--- src/rtl/systolic_pkg.sv ---
// Shared constants, state encoding and slice helpers
// for the systolic array operand sequencer.
package systolic_pkg;

   localparam int SYS_N     = 4;
   localparam int SYS_DW    = 8;
   localparam int SYS_DRAIN = 7;

   typedef enum logic [2:0] {
      S_IDLE,
      S_CLEAR,
      S_FEED,
      S_DRAIN,
      S_DONE
   } state_e;

   function automatic int lane_lo(input int lane, input int dw);
      return lane * dw;
   endfunction

   // Step counter must hold the longest of the FEED and DRAIN phases.
   function automatic int cnt_width(input int n, input int drain);
      int m;
      m = (2 * n - 1 > drain) ? 2 * n - 1 : drain;
      return (m < 2) ? 1 : $clog2(m + 1);
   endfunction

endpackage

--- src/rtl/systolic_skew.sv ---
// Builds one diagonally skewed word: lane i carries
// lane i of buffer word (step - i) while feeding.
module systolic_skew
   import systolic_pkg::*;
#(
   parameter int N  = SYS_N,
   parameter int DW = SYS_DW,
   parameter int CW = 3
) (
   input  logic [N*DW-1:0] buf_i [N],
   input  logic [CW-1:0]   step_i,
   input  logic            feed_i,
   output logic [N*DW-1:0] word_o
);

   always_comb begin
      word_o = '0;
      if (feed_i) begin
         for (int i = 0; i < N; i++) begin
            for (int k = 0; k < N; k++) begin
               if (step_i == CW'(i + k)) begin
                  word_o[lane_lo(i, DW) +: DW] =
                     buf_i[k][lane_lo(i, DW) +: DW];
               end
            end
         end
      end
   end

endmodule

--- src/rtl/systolic_sequencer.sv ---
// Operand sequencer: buffers data/weight words and streams
// them skewed into a systolic array, one job per start.
module systolic_sequencer
   import systolic_pkg::*;
#(
   parameter int N     = SYS_N,
   parameter int DW    = SYS_DW,
   parameter int DRAIN = SYS_DRAIN
) (
   input  logic                 clk,
   input  logic                 reset,
   input  logic                 wr_en,
   input  logic                 wr_sel,
   input  logic [$clog2(N)-1:0] wr_addr,
   input  logic [N*DW-1:0]      wr_data,
   input  logic                 start,
   output logic                 busy,
   output logic                 done,
   output logic                 array_reset,
   output logic [N*DW-1:0]      datain,
   output logic [N*DW-1:0]      weightin
);

   localparam int CW = cnt_width(N, DRAIN);
   localparam int WW = N * DW;

   state_e          state_q, state_d;
   logic [CW-1:0]   cnt_q, cnt_d;
   logic [WW-1:0]   d_buf_q [N];
   logic [WW-1:0]   d_buf_d [N];
   logic [WW-1:0]   w_buf_q [N];
   logic [WW-1:0]   w_buf_d [N];
   logic            busy_q, busy_d;
   logic            done_q, done_d;
   logic            clr_q, clr_d;
   logic [WW-1:0]   din_q, din_d;
   logic [WW-1:0]   win_q, win_d;

   always_comb begin
      state_d = state_q;
      cnt_d   = cnt_q;
      d_buf_d = d_buf_q;
      w_buf_d = w_buf_q;
      unique case (state_q)
         S_IDLE: begin
            cnt_d = '0;
            if (wr_en) begin
               if (wr_sel) w_buf_d[wr_addr] = wr_data;
               else        d_buf_d[wr_addr] = wr_data;
            end
            if (start) state_d = S_CLEAR;
         end
         S_CLEAR: begin
            cnt_d   = '0;
            state_d = S_FEED;
         end
         S_FEED: begin
            if (cnt_q == CW'(2 * N - 2)) begin
               cnt_d   = '0;
               state_d = S_DRAIN;
            end else begin
               cnt_d = cnt_q + CW'(1);
            end
         end
         S_DRAIN: begin
            if (cnt_q == CW'(DRAIN - 1)) begin
               cnt_d   = '0;
               state_d = S_DONE;
            end else begin
               cnt_d = cnt_q + CW'(1);
            end
         end
         S_DONE: begin
            cnt_d   = '0;
            state_d = S_IDLE;
         end
         default: begin
            cnt_d   = '0;
            state_d = S_IDLE;
         end
      endcase
   end

   // Outputs decode the next state so they line up with state_q.
   always_comb begin
      busy_d = (state_d == S_CLEAR) || (state_d == S_FEED)
            || (state_d == S_DRAIN);
      done_d = (state_d == S_DONE);
      clr_d  = (state_d == S_CLEAR);
   end

   systolic_skew #(.N(N), .DW(DW), .CW(CW)) u_skew_d (
      .buf_i  (d_buf_q),
      .step_i (cnt_d),
      .feed_i (state_d == S_FEED),
      .word_o (din_d)
   );

   systolic_skew #(.N(N), .DW(DW), .CW(CW)) u_skew_w (
      .buf_i  (w_buf_q),
      .step_i (cnt_d),
      .feed_i (state_d == S_FEED),
      .word_o (win_d)
   );

   always_ff @(posedge clk) begin
      if (reset) begin
         state_q <= S_IDLE;
         cnt_q   <= '0;
         d_buf_q <= '{default: '0};
         w_buf_q <= '{default: '0};
         busy_q  <= 1'b0;
         done_q  <= 1'b0;
         clr_q   <= 1'b0;
         din_q   <= '0;
         win_q   <= '0;
      end else begin
         state_q <= state_d;
         cnt_q   <= cnt_d;
         d_buf_q <= d_buf_d;
         w_buf_q <= w_buf_d;
         busy_q  <= busy_d;
         done_q  <= done_d;
         clr_q   <= clr_d;
         din_q   <= din_d;
         win_q   <= win_d;
      end
   end

   assign busy        = busy_q;
   assign done        = done_q;
   assign array_reset = clr_q;
   assign datain      = din_q;
   assign weightin    = win_q;

endmodule

--- config.mk ---
export PLATFORM = sky130hd
export DESIGN_NAME = systolic_sequencer
export DESIGN_NICKNAME = d
export VERILOG_FILES = /design/src/rtl/systolic_pkg.sv /design/src/rtl/systolic_skew.sv /design/src/rtl/systolic_sequencer.sv
export SDC_FILE = /design/constraint.sdc
export NUM_CORES = 1
export LEC_CHECK = 0
export ABC_AREA = 1
export BUFFER_PORTS_ARGS = -buffer_cell sky130_fd_sc_hd__clkbuf_2
export CORE_MARGIN = 2
export CORE_UTILIZATION = 45
export CTS_CLUSTER_DIAMETER = 150
export CTS_CLUSTER_SIZE = 20
export DETAILED_ROUTE_END_ITERATION = 6
export MAX_ROUTING_LAYER = met4
export PLACE_DENSITY_LB_ADDON = 0.2
export REMOVE_ABC_BUFFERS = 1
export SYNTH_ARGS = -nofsm -noshare
export SYNTH_HDL_FRONTEND = slang
export SYNTH_SLANG_ARGS = --single-unit
--- constraint.sdc ---
create_clock -name clk -period 1.87 [get_ports clk]
set_clock_uncertainty 0.05 [all_clocks]
set_input_delay 0.187 -clock clk [delete_from_list [all_inputs] [get_ports clk]]
set_output_delay 0.187 -clock clk [all_outputs]
set_load 0.01 [all_outputs]
==> out/metrics.csv <==
metric,value,unit
power,12.9,mW
clk_path_buf_depth,3,
max_cap_violations,0,
worst-path-buf-inv,1,
worst_path_max_delay_cell,dfxtp_1,
end_kind,register,
vias_per_cell,4.81,
grt_pass1_vias,11800,
synth-seq-cells,329,
n_antenna_cell,0,
wire_per_inst,13.9,microns
start_kind,register,
syn2layout_area_growth,10.2,%
clkTransAtPathRegs,0.09,ns
hold_viol_final,0,
tightest_slew,0.458,ns
root_buffer,clkbuf_16,
postCtsSetupRepairBufs,0,
post-dp-hpwl,22.8,mm
route.met3.wl,1.86,mm
holdCritStartpoint,wr_data[1],
cp_max_fo,34,
r2r-start,state_q[2],
first_iter_violations,783,
path_cells,nor3_4 -> nand3_4 -> nor2_4 -> buf_12 -> nand2_1 -> nand2_1 -> nor2_1,
synth_edf_count,0,
tns,0,ns
synth_ff_type,dfxtp_1,
fin_crit,1.75,ns
num_rows,66,
cp.arrival,2.11,ns
nNetsFinal,2295,
antenna_found_initial,0,
die_h,184,microns
grtUsageTotal,0.228,
grt_pass1_wl,61.1,mm
top_layer,met4,
synth_cells,2209,
initial_utilization,0.454,
yosysWarnings,0,
clk_latency,0.53,ns
cts_buffers,20,
cts_tree,built,
synth_commonest_cells,"653 x nand2_1, 647 x nor2_1, 329 x dfxtp_1",
gr-total-overflow,0,
vdd.ir_drop.worst,512,uV
run_status,finished clean,
synth_top_area_frac,0.450,
ys_seq_area_frac,0.450,
cts_resized,0,
final_layout_size_suffix_gt1_frac,0.0931,
critPathKind,reg2reg,
relSlewSlack,0.692,
dieWidth,184,microns
die_area,34000,sq um
gp_congestion,0.791,
routed_wl,37.5,mm
fin_crit_sh,0.936,
drc,0,
cpMostUsedCell,nand2_1,
first_pass_iters,5,
syn_avg_cell_area,6.63,sq um
p_leak,6.58,nW
dr_total_vias,13000,
async_flop_share,0,
grt_max_degree,65,
critPathRequiredTime,2.23,ns
pin_count,106,
wl_met1,17.8,mm
clock.fmax,571,MHz
rsz0062_at_grt,no,
hp-class,in2reg,
cts_sinks,329,
h-tree-depth,1,
io_buffers,105,
powerDensity,797,nW/um^2
cp_top_family,simple AND/OR/NAND/NOR gates,
syn-cell-area,14700,sq um
synth.area.top_cells,"dfxtp_1 45%, nand2_1 17%, nor2_1 17%",
coreArea,32300,sq um
slowest_delay,0.42,ns
crit_start,state_q[2],
ant_nets,0,
synthDistinctLibCells,26,
yosysMostFrequentCell,nand2_1,
synth_top_area_cell,dfxtp_1,
drv_slew,0,
dr_wl_met2,16.9,mm
setup_viol,0,
[registers in the layout, indices dropped and copies added, names as in the netlist]
name and flops:
d_buf_q 128, w_buf_q 128, datain 32, weightin 32, cnt_q 3, state_q 3, array_reset 1, busy 1
done 1
[tightest hold or removal path, delay by kind of cell]
family / cells / cell delay [ns]
buf+inv: 2 / 0.19
simple gates: 3 / 0.20
[final timing paths]
| check | endpoint | cells after the start | slack [ns] |
|---|---|---|---|
| hold reg to reg | d_buf_q[4] | 2 | 0.43 |
| setup / recovery | d_buf_q[85] | 7 | 0.12 |
| setup reg to reg | d_buf_q[85] | 7 | 0.12 |
| hold / removal | w_buf_q[97] | 5 | 0.03 |
[stage by stage]
stage / instance area [sq um] / utilization / setup slack, ns / hold slack, ns / std cells
global placement: 15600 / 0.483 / 0.144 / 0.404 / 2674
floorplan: 13700 / - / -2.25 / 0.206 / 2072
global route: 16100 / 0.500 / 0.000580 / 0.0479 / 2698
CTS: 16100 / 0.500 / 0.0686 / 0.0204 / 2698
finish: 16100 / 0.500 / 0.120 / 0.0270 / 2698
detailed placement: 15600 / 0.483 / 0.0996 / 0.416 / 2674
[power breakdown]
group	switching (mW)	total [mW]	internal [mW]
clock	2.36	4.38	2.02
sequential	0.0923	7.28	7.19
combinational	0.808	1.21	0.406
[cell usage in the layout, fill, tap and decap left out, drive strengths merged]
| cell type | netlist | routed |
|---|---|---|
| dfxtp | 329 | 329 |
| o21ai | 82 | 82 |
| nor3 | 2 | 2 |
| clkbuf | 46 | 126 |
| inv | 173 | 173 |
| nor2 | 660 | 660 |
| clkinv | 0 | 1 |
| buf | 91 | 55 |
| a21oi | 1 | 1 |
| nor4 | 2 | 2 |
| nand2 | 653 | 653 |
| nand3 | 85 | 85 |
| or2 | 16 | 16 |
| dlygate4sd3 | 0 | 2 |
| a211oi | 2 | 2 |
| nand4 | 67 | 67 |
[cell type report]
| class | count | area [sq um] |
|---|---|---|
| Multi-Input combinational cell | 1570 | 6480 |
| Inverter | 173 | 654 |
| Clock buffer | 21 | 526 |
| Clock inverter | 1 | 16.3 |
| Sequential cell | 329 | 6590 |
| Timing Repair Buffer | 162 | 1320 |
| Tap cell | 442 | 553 |
| Fill cell | 3319 | 16100 |
[kinds of logic after synthesis]
kind of cell,after synthesis,share of synthesized area
simple gates,1485,0.412
flops,329,0.450
buf+inv,310,0.109
compound gates,85,0.0296
[layer usage]
metal	vias to the layer above	track usage
met2	304	0.372
met1	5855	0.303
met3	61	0.0255
met5	-	-
li1	6760	-
met4	0	0.0589
[timing repair]
action	in CTS	in global routing
hold buffers	2	0
setup endpoints to repair	0	38
hold endpoints to repair	2	0
Note: power is estimated with default switching activity, not from simulation.
